[src/rtl/wb_resp_pkg.sv]
// Shared types and CFG-register layout for the wb_resp_mem WISHBONE responder.
package wb_resp_pkg;

    typedef enum logic [1:0] {
        IDLE = 2'd0,
        WAIT = 2'd1,
        RESP = 2'd2
    } state_t;

    localparam int WS_LSB   = 0;
    localparam int WS_MSB   = 3;
    localparam int RTY1_BIT = 4;
    localparam int WP_BIT   = 5;
    localparam int CFG_W    = 6;
    localparam int CFG_ADDR = 0;

    // CFG as seen on the read bus: implemented bits in the low positions, zeros above.
    function automatic logic [15:0] cfg_to_bus(input logic [CFG_W-1:0] cfg);
        return {{(16 - CFG_W){1'b0}}, cfg};
    endfunction

endpackage

[src/rtl/wb_resp_regfile.sv]
// Byte-lane writable data-word storage with asynchronous clear; combinational read.
module wb_resp_regfile #(
    parameter int DWIDTH = 16,
    parameter int AWIDTH = 3
) (
    input  logic                  clk,
    input  logic                  rst_n,
    input  logic                  we,
    input  logic [AWIDTH-1:0]     adr,
    input  logic [DWIDTH/8-1:0]   sel,
    input  logic [DWIDTH-1:0]     wdat,
    output logic [DWIDTH-1:0]     rdat
);

    localparam int NB    = DWIDTH / 8;
    localparam int DEPTH = 1 << AWIDTH;

    logic [DWIDTH-1:0] mem [DEPTH];

    always_ff @(posedge clk or negedge rst_n) begin
        if (!rst_n) begin
            for (int i = 0; i < DEPTH; i++) begin
                mem[i] <= '0;
            end
        end else if (we) begin
            for (int b = 0; b < NB; b++) begin
                if (sel[b]) begin
                    mem[adr][b*8 +: 8] <= wdat[b*8 +: 8];
                end
            end
        end
    end

    assign rdat = mem[adr];

endmodule

[src/rtl/wb_resp_mem.sv]
// WISHBONE slave with configurable wait states, one-shot retry, write protect and ack counter.
module wb_resp_mem
    import wb_resp_pkg::*;
#(
    parameter int DWIDTH = 16,
    parameter int AWIDTH = 3
) (
    input  logic                  wb_clk_i,
    input  logic                  arst_i,
    input  logic [AWIDTH-1:0]     wb_adr_i,
    input  logic [DWIDTH-1:0]     wb_dat_i,
    output logic [DWIDTH-1:0]     wb_dat_o,
    input  logic                  wb_we_i,
    input  logic [DWIDTH/8-1:0]   wb_sel_i,
    input  logic                  wb_stb_i,
    input  logic                  wb_cyc_i,
    output logic                  wb_ack_o,
    output logic                  wb_err_o,
    output logic                  wb_rty_o,
    output logic [7:0]            acc_cnt_o
);

    localparam int NB = DWIDTH / 8;

    state_t             state;
    logic [3:0]         wcnt;
    logic [CFG_W-1:0]   cfg;
    logic [AWIDTH-1:0]  adr_p0;
    logic [DWIDTH-1:0]  dat_p0;
    logic               we_p0;
    logic [NB-1:0]      sel_p0;
    logic [DWIDTH-1:0]  rf_rdat;
    logic               term_busy;
    logic               req;
    logic               is_cfg;
    logic               do_rty;
    logic               do_err;
    logic               rf_we;

    // A termination still on the bus keeps IDLE from accepting the master's trailing strobe.
    assign term_busy = wb_ack_o | wb_err_o | wb_rty_o;
    assign req       = wb_cyc_i & wb_stb_i & ~term_busy;
    assign is_cfg    = (adr_p0 == AWIDTH'(CFG_ADDR));
    assign do_rty    = cfg[RTY1_BIT];
    assign do_err    = we_p0 & ~is_cfg & cfg[WP_BIT];
    assign rf_we     = (state == RESP) & we_p0 & ~is_cfg & ~do_rty & ~do_err;

    wb_resp_regfile #(
        .DWIDTH (DWIDTH),
        .AWIDTH (AWIDTH)
    ) u_regfile (
        .clk   (wb_clk_i),
        .rst_n (arst_i),
        .we    (rf_we),
        .adr   (adr_p0),
        .sel   (sel_p0),
        .wdat  (dat_p0),
        .rdat  (rf_rdat)
    );

    always_ff @(posedge wb_clk_i or negedge arst_i) begin
        if (!arst_i) begin
            state     <= IDLE;
            wcnt      <= '0;
            cfg       <= '0;
            adr_p0    <= '0;
            dat_p0    <= '0;
            we_p0     <= 1'b0;
            sel_p0    <= '0;
            wb_ack_o  <= 1'b0;
            wb_err_o  <= 1'b0;
            wb_rty_o  <= 1'b0;
            wb_dat_o  <= '0;
            acc_cnt_o <= '0;
        end else begin
            wb_ack_o <= 1'b0;
            wb_err_o <= 1'b0;
            wb_rty_o <= 1'b0;
            wb_dat_o <= '0;
            case (state)
                IDLE: begin
                    if (req) begin
                        adr_p0 <= wb_adr_i;
                        dat_p0 <= wb_dat_i;
                        we_p0  <= wb_we_i;
                        sel_p0 <= wb_sel_i;
                        wcnt   <= cfg[WS_MSB:WS_LSB];
                        state  <= (cfg[WS_MSB:WS_LSB] != 4'd0) ? WAIT : RESP;
                    end
                end
                WAIT: begin
                    if (!(wb_cyc_i && wb_stb_i)) begin
                        state <= IDLE;
                    end else if (wcnt == 4'd1) begin
                        state <= RESP;
                    end else begin
                        wcnt <= wcnt - 4'd1;
                    end
                end
                RESP: begin
                    state <= IDLE;
                    if (do_rty) begin
                        wb_rty_o      <= 1'b1;
                        cfg[RTY1_BIT] <= 1'b0;
                    end else if (do_err) begin
                        wb_err_o <= 1'b1;
                    end else begin
                        wb_ack_o  <= 1'b1;
                        acc_cnt_o <= acc_cnt_o + 8'd1;
                        if (!we_p0) begin
                            wb_dat_o <= is_cfg ? DWIDTH'(cfg_to_bus(cfg)) : rf_rdat;
                        end else if (is_cfg && sel_p0[0]) begin
                            cfg <= dat_p0[CFG_W-1:0];
                        end
                    end
                end
                default: state <= IDLE;
            endcase
        end
    end

endmodule

[config.mk]
export PLATFORM = sky130hd
export DESIGN_NAME = wb_resp_mem
export DESIGN_NICKNAME = d
export VERILOG_FILES = /design/src/rtl/wb_resp_pkg.sv /design/src/rtl/wb_resp_regfile.sv /design/src/rtl/wb_resp_mem.sv
export SDC_FILE = /design/constraint.sdc
export NUM_CORES = 1
export LEC_CHECK = 0
export BUFFER_PORTS_ARGS = -buffer_cell sky130_fd_sc_hd__buf_2
export CORE_MARGIN = 5
export CORE_UTILIZATION = 45
export CTS_BUF_LIST = sky130_fd_sc_hd__clkbuf_16
export CTS_CLUSTER_DIAMETER = 60
export CTS_CLUSTER_SIZE = 16
export DETAILED_ROUTE_END_ITERATION = 8
export MAX_ROUTING_LAYER = met4
export PLACE_DENSITY = 0.7
export REMOVE_ABC_BUFFERS = 1
export SLEW_MARGIN = 20
export SYNTH_ARGS = -nofsm -noshare
export SYNTH_HDL_FRONTEND = slang
export SYNTH_SLANG_ARGS = --single-unit
[constraint.sdc]
create_clock -name wb_clk_i -period 2 [get_ports wb_clk_i]
set_input_delay 0 -clock wb_clk_i [delete_from_list [all_inputs] [get_ports wb_clk_i]]
set_output_delay 0 -clock wb_clk_i [all_outputs]
set_load 0.03 [all_outputs]
== Word-level counts from Yosys, hierarchy flattened ==
Cells that the tools add are included.

* Register bits after elaboration: 189
* Input bits: 26
* Output and inout bits: 27
* Logic and storage cells: 97

* Add/sub/neg operators: 2
* Order comparisons: 2
* Equality and inequality tests: 7
* Muxes and demuxes: 38
* Bitwise operators: 15
* Reductions and logical operators: 12

{| class="wikitable"
|+ Operators with widths
! cell !! count
|-
| two-way mux 128 bit || 3
|-
| bitwise mux 128 bit || 2
|-
| two-way mux 16 bit || 8
|-
| demux 16 bit (select 3 bit) || 2
|-
| binary-select mux 16 bit (select 3 bit) || 1
|-
| two-way mux 5 bit || 3
|-
| two-way mux 4 bit || 3
|-
| two-way mux 1 bit || 9
|-
| adder 8 x 1 -> 8 bit (second input constant) || 1
|-
| bitwise AND 1 bit || 8
|-
| two-way mux 2 bit || 4
|-
| two-way mux 8 bit || 1
|-
| one-hot mux 4 bit (2 select lines) || 1
|-
| inequality test 2 bit (second input constant) || 3
|-
| AND reduction 5 bit || 1
|-
| == test 4 x 1 -> 1 bit (second input constant) || 1
|-
| >= comparator 4 bit (second input constant) || 1
|-
| < comparator 4 x 1 -> 1 bit (second input constant) || 1
|-
| NOT 1 bit || 4
|-
| NOT 3 -> 4 bit || 1
|-
| one-hot mux 2 bit (2 select lines) || 1
|-
| AND reduction 2 bit || 2
|-
| AND reduction 4 bit || 1
|-
| nonzero test 4 bit || 1
|-
| other kinds (10) || 13
|}

== Longest topological paths before layout ==
Gate-level depths: netlist of run 1.

* Word-level depth: 10
* Gate-level depth with buffers: 8
* Mapped depth without buffers: 6

== By module ==
A second synthesis of run 1 with hierarchy kept.

* Cell total of the unflattened synthesis: 551
* Area, all modules: 8326.7 µm²

{| class="wikitable"
|+ Modules (own cells, without submodules)
! module !! instances !! cells an instance !! area an instance (µm²) !! seq. area each (µm²)
|-
| wb_resp_regfile || 1 || 364 || 5831.8 || 3203.1
|-
| wb_resp_mem || 1 || 187 || 2494.9 || 1526.5
|}

== Least setup slack after synthesis of run 1 ==
OpenSTA, ideal clock, no wires.

* Path type: register to register
* Start: reg cfg[4]
* End: reg u_regfile.mem[100] (netlist bit)
* Setup time: 125 ps
* Data arrival time: 1932 ps
* Data required time: 1875 ps
* Slack: -57 ps
* Cell stages (with the launch flop): 6
* Path buffers: 1
* Clock period less this slack: 2057 ps
* Cells stage by stage: dfrtp_1 > or3b_4 > or3_1 > buf_2 > nor3_4 > mux2_2

* Longest elaborated chain between the ends: 3

{| class="wikitable"
|+ RTL lines
! what !! RTL line !! RTL
|-
| from (decl) || wb_resp_mem.sv:27 || <nowiki>logic [CFG_W-1:0] cfg;</nowiki>
|-
| from (signal assigned) || wb_resp_mem.sv:113 || <nowiki>cfg <= dat_p0[CFG_W-1:0];</nowiki>
|-
| NOT 1 bit (no source line) || -- ||
|-
| bitwise AND 1 bit (2 in series) || wb_resp_mem.sv:46 || <nowiki>assign rf_we = (state == RESP) & we_p0 & ~is_cfg & ~do_rty & ~do_err;</nowiki>
|-
| to (signal, indexed assignment) || wb_resp_regfile.sv:28 || <nowiki>mem[adr][b*8 +: 8] <= wdat[b*8 +: 8];</nowiki>
|-
| to (decl) || wb_resp_regfile.sv:18 || <nowiki>logic [DWIDTH-1:0] mem [DEPTH];</nowiki>
|}

No other way between the ends.
A chain may end at the register's enable or synchronous reset.

== Worst setup path in the final report of run 1 ==
* Start: reg cfg[4]
* End: reg u_regfile.mem[96] (netlist bit)

The elaborated chain is that of the path after synthesis.

==> results of run 1 <==
==> power by group through the flow <==
stage / combinational, mW / sequential [mW] / clock, mW
global placement: 3.59 / 5.18 / 0
finish: 4.09 / 5.28 / 3.59
CTS: 3.93 / 5.23 / 3.64
global route: 4.43 / 5.41 / 3.79
detailed placement: 3.70 / 5.26 / 0
floorplan: 1.96 / 5.43 / 0
==> layout make-up <==
cell class,count,area (um2)
well taps,220,275
repair buffers,131,1160
flip-flops and latches,173,4330
clock inverters,14,216
clock buffers,17,425
fillers,1298,6860
inverters,6,22.5
multi-input cells,381,3340
==> layer usage <==
layer / track usage / vias up
li1: - / 2353
met1: 0.257 / 2660
met2: 0.317 / 129
met3: 0.0382 / 24
met4: 0.0592 / 0
met5: - / -
==> what timing repair did <==
item,CTS,global route
cloned,0,1
pin swaps,6,8
endpoints found under the setup margin,75,103
gates resized for setup,45,12
setup buffers,2,2
hold buffers,25,0
hold endpoints to repair,196,0
==> metrics by stage <==
step | instance area, um2 | worst slack (ns) | util
2_1_floorplan | 7500 | -0.840 | -
3_3_place_gp | 8590 | -0.0825 | 0.516
3_5_place_dp | 8590 | -0.118 | 0.516
4_1_cts | 9690 | -0.0859 | 0.582
5_1_grt | 9780 | -0.0805 | 0.588
6_report | 9780 | -0.0156 | 0.588
==> final timing paths <==
| kind | start | end | slack, ns | cells after the start |
|---|---|---|---|---|
| max in group asynchronous | arst_i | adr_p0[0] | 1.24 | 3 |
| min reg2reg | acc_cnt_o[7] | acc_cnt_o[7] | 0.48 | 1 |
| min | arst_i | u_regfile.mem[66] | 0.09 | 2 |
| min in group wb_clk_i | wb_cyc_i | state[1] | 0.19 | 4 |
| max | cfg[4] | u_regfile.mem[96] | -0.02 | 5 |
| max reg2reg | cfg[4] | u_regfile.mem[96] | -0.02 | 5 |
==> flip-flops by register name (all words and copies together), names as in the netlist <==
name	flops
dat_p0	16
wb_rty_o	1
we_p0	1
wb_err_o	1
wb_dat_o	16
sel_p0	2
state	2
wb_ack_o	1
acc_cnt_o	8
u_regfile.mem	112
cfg	6
adr_p0	3
wcnt	4
==> Yosys cell counts, drive strengths merged, types with 8 or more instances <==
master / count
a21oi: 18
buf: 16
clkbuf: 15
dfrtp: 173
mux2: 122
mux2i: 21
mux4: 12
nand2: 84
nand3: 9
nand4: 8
nor2: 22
nor3: 8
o21ai: 8
==> worst reg2reg max path, cell delays in order (launching register included) <==
cell and delay (ns):
dfrtp_1 0.39, or3b_4 0.42, or3_4 0.42, nor3_4 0.20, buf_6 0.17, mux2_4 0.30
==> kinds of logic (layout without fill, tap and decap cells) <==
| family | Yosys count | count (layout) | synth area share |
|---|---|---|---|
| xor+xnor | 7 | 7 | 0.00803 |
| flops | 173 | 173 | 0.567 |
| compound gates | 56 | 56 | 0.0482 |
| simple gates | 160 | 160 | 0.109 |
| buf+inv | 37 | 168 | 0.0206 |
| mux | 155 | 155 | 0.243 |
| fa+ha+maj | 3 | 3 | 0.00491 |
==> results.cfg, run 1 <==
[outcome]
status = finished with violations
violations = negative setup slack

[cells_and_area]
drive_gt1_frac = 0.417
mostFrequentLayoutCell = dfrtp_1
area_delta_synth_final_pct = 28.0
mostFrequentLayoutCells = 170 x dfrtp_1, 89 x mux2_2, 84 x nand2_1
nets = 739
antenna_cells = 0
fin_cells = 942

[global_route]
first_global_vias = 5560
grt_pass1_wl_mm = 29.7
grt_antenna_before_repair = 0
grt_use_total = 0.198
grt_max_degree = 54
grt_remaining_overflow = 0

[routing]
met3_length_um = 872
vias = 5166
antenna_left = 0
wl_met1_mm = 7.86
drcViolationCount = 0
routedWlPerCell_um = 19.5
wirelength_mm = 18.4
highest_layer = met4
initialDrtViolationCount = 347
vias_per_cell = 5.48
dr.pass1.iters = 4
wl_met2_mm = 9.37

[synth]
yosysUniqueCellTypes = 49
synthCells = 591
synth-async-reset-ratio = 1.00
ys_seq_area_frac = 0.567
synth.avg_cell_area_um2 = 12.9
synth_area_um2 = 7640
synth.area.top_cells = dfrtp_1 57%, mux2_2 18%, nand2_1 4.1%, mux4_2 3.5%, mux2i_1 2.8%
synth-edff-count = 0
synth_top_cell_by_area = dfrtp_1
synth.top_cell.area_share = 0.567
synth.yosys.warnings = 0
ys.flop_type = dfrtp_1
synth_seq_cells = 173

[power]
power-per-cell-area_nw_per_um2 = 1330
p_int_mw = 8.53
p_comb_frac = 0.315
power_leakage_nw = 4.77
swShare = 0.342
finalPower_mw = 13.0
irDropWorstVdd_mv = 0.763
p_switching_mw = 4.43
clkPwrFrac = 0.277
seq_power_share = 0.407

[sta]
fin_worst_skew_ns = 0.00977
whs_ns = 0.0917
slew_headroom = 0.678
tightest_slew_ns = 0.483
slew_viol_final = 0
finalSetupViolations = 5
fin_crit_ns = 2.02
period_share = 1.01
rsz0062_at_grt = true
hold_violations = 0
fmaxAchievable_ghz = 0.496
layout_setup_ws_ns = -0.0156
setup_tns_ns = -0.0533

[run]
cap_viol_max_count = 0

[die]
die_area_um2 = 19700
core_area_um2 = 16600
die_h_um = 140
rows = 47
die_x_um = 140
start_util = 0.459
io_pins = 53

[clock_tree]
htree_levels = 4
cts_tree = yes
clkSlewWorstSetupHoldPaths_ns = 0.07
clkLatencyLatePin_ns = 0.43
cts.sinks = 173
cts_buffers = 17
cts_root_buffer = clkbuf_16
cts_max_path_buffers = 2

[hold_path]
hold_class = in -> async

[critical_path]
cp_max_fo = 5
slowest_delay_ns = 0.42
startpoint_type = flip-flop
cp_cell_sequence = or3b_4, or3_4, nor3_4, buf_6, mux2_4
critPathRequiredTime_ns = 2.31
path_class = reg -> reg
cp_num_buf_inv = 1
arrival_ns = 2.33
endpoint_kind = flip-flop
critPathSlowestCell = or3b_4
crit_family = simple AND/OR/NAND/NOR gates

[placement]
placed_cells = 882
port_buffers = 52
dp_hpwl_mm = 11.8
globalplace.congestion = 0.793
(Power assumes the default switching activity.)
==> run 2, diff against run 1 <==
- CELL_PAD_IN_SITES_DETAIL_PLACEMENT: unset -> 0
- CELL_PAD_IN_SITES_GLOBAL_PLACEMENT: unset -> 1
- CORE_UTILIZATION: 45 -> 44
- PLACE_DENSITY: 0.7 -> 0.79
==> run 2 against run 1 <==
The run now ends clean; clock power shrank 8.9%; critical path depth is the same; non-clock buffer count down 11; wire length down 2.6%; clock skew is essentially flat; die area grew 2.1%; sequential power down 0.8%; sequential share of layout area rose by 0.78 points; total power shrank 3.8%; global-route usage down 0.61 points; setup slack better by 0.039 ns; critical path type unchanged; critical endpoint is now u_regfile.mem[18].
==> results.cfg, run 2 (synthesized netlist as in run 1, its figures left out) <==
[placement]
globalplace.congestion = 0.818
port_buffers = 52
place_ws_ns = -0.103
dp_hpwl_mm = 11.7

[critical_path]
rr_worst_depth = 5
endpoint_kind = flip-flop
critPathRequiredTime_ns = 2.30
slowest_delay_ns = 0.42
reg2reg_slack_ns = 0.02
path_class = reg -> reg
critPathSlowestCell = or3_4
r2r-start = cfg[4]
startpoint_type = flip-flop
cp_max_fo = 8
cp_cell_sequence = or3b_4, or3_4, nor3_4, buf_12, mux2_4
rr_endpoint = u_regfile.mem[18]
arrival_ns = 2.28

[global_route]
first_global_vias = 5250
grt_max_degree = 62
grt_remaining_overflow = 0
grt_antenna_before_repair = 0
grt_use_total = 0.191
grt_pass1_wl_mm = 29.1

[hold_path]
hp-start = wb_cyc_i
min_path_cells = 3
hold_class = in -> reg
min_to = state[1]

[die]
io_pins = 53
die_x_um = 142
rows = 48
die_area_um2 = 20100
die_h_um = 142
core_area_um2 = 17200
start_util = 0.445

[power]
power-per-cell-area_nw_per_um2 = 1300
finalPower_mw = 12.5
irDropWorstVdd_mv = 0.730
power_leakage_nw = 4.69

[sta]
fin_worst_skew_ns = 0.00989
fmaxAchievable_ghz = 0.506
fin_crit_ns = 1.98
layout_setup_ws_ns = 0.0237
tightest_slew_ns = 0.531
slew_viol_final = 0
whs_ns = 0.0102
slew_headroom = 0.646
hold_violations = 0
rsz0062_at_grt = true
finalSetupViolations = 0
period_share = 0.988

[cells_and_area]
nets = 728
largest_reg_flops = 112
mostFrequentLayoutCells = 170 x dfrtp_1, 90 x mux2_2, 83 x nand2_1
largestRegisters = u_regfile.mem (112), dat_p0 (16), wb_dat_o (16)
antenna_cells = 0
drive_gt1_frac = 0.402
mostFrequentLayoutCell = dfrtp_1
utilization = 0.559
area_delta_synth_final_pct = 25.8
regMostFlops = u_regfile.mem
fill_cells = 1440

[routing]
wirelength_mm = 17.9
vias = 5030
initialDrtViolationCount = 356
dr.pass1.iters = 4
antenna_left = 0
drcViolationCount = 0
routedWlPerCell_um = 19.1
vias_per_cell = 5.37

[clock_tree]
cts_buffers = 17
cts_root_buffer = clkbuf_16
cts_max_path_buffers = 2
cts.sinks = 173
cts_tree = yes
clkSlewWorstSetupHoldPaths_ns = 0.06
clkLatencyLatePin_ns = 0.42
htree_levels = 4

[outcome]
status = finished clean

[run]
cap_viol_max_count = 0
## run 2: cell count changes in the layout (fill, tap and decap cells not counted), sizes merged
cell | before | now
clkinv | 3 | 6
clkinvlp | 3 | 2
buf | 105 | 96
clkbuf | 18 | 17
dlygate4sd3 | 25 | 24
inv | 9 | 10
bufinv | 5 | 3
## run 2: critical path, delay by kind of cell (launching register included)
family | cells | cell delay, ns
flip-flops | 1 | 0.37
buffers and inverters | 1 | 0.17
multiplexers | 1 | 0.30
AND/OR/NAND/NOR | 3 | 1.01
## run 2: area by class of cell
type / count / area, um2 / share of cell area
inverter: 6 / 22.5 / 0.00234
sequential: 173 / 4330 / 0.451
clock inverter: 15 / 156 / 0.0163
timing repair buffer: 120 / 1050 / 0.110
clock buffer: 17 / 425 / 0.0443
multi-input combinational: 381 / 3340 / 0.347
tap: 225 / 282 / 0.0293
## run 2: power by group
group / internal, mW / switching, mW
combinational: 1.84 / 2.11
sequential: 4.36 / 0.878
clock: 1.94 / 1.33
total: 8.14 / 4.32
## run 2: stage by stage
| step | std cells | TNS [ns] | area [um2] |
|---|---|---|---|
| 3_3_place_gp | 882 | -2.65 | 8600 |
| 2_1_floorplan | 560 | -79.92 | 7500 |
| 4_1_cts | 939 | -1.34 | 9570 |
| 5_1_grt | 937 | -0.264 | 9610 |
| 3_5_place_dp | 882 | -3.93 | 8600 |
| 6_report | 937 | 0 | 9610 |
## run 2: timing repair
action / in CTS / in global routing
setup buffers: 1 / 0
hold buffers: 24 / 0
setup endpoints to repair: 95 / 83
pin swaps: 5 / 2
hold endpoints to repair: 115 / 0
gates resized for setup: 33 / 17
## run 2: routing by layer
metal	vias to the layer above	part of all wire	track usage
li1	2316	-	-
met1	2577	0.46	0.263
met2	123	0.48	0.295
met3	14	0.046	0.0354
met4	0	0.012	0.0535
met5	-	0	-
## run 2: worst max-delay path by stage
stage	from	end	slack, ns
detailed placement	state[0]	adr_p0[0]	-0.10
global placement	cfg[4]	u_regfile.mem[66]	-0.07
CTS	state[0]	u_regfile.mem[18]	-0.09
floorplan	adr_p0[2]	u_regfile.mem[40]	-0.84
global route	cfg[4]	u_regfile.mem[18]	-0.03
finish	cfg[4]	u_regfile.mem[18]	0.02
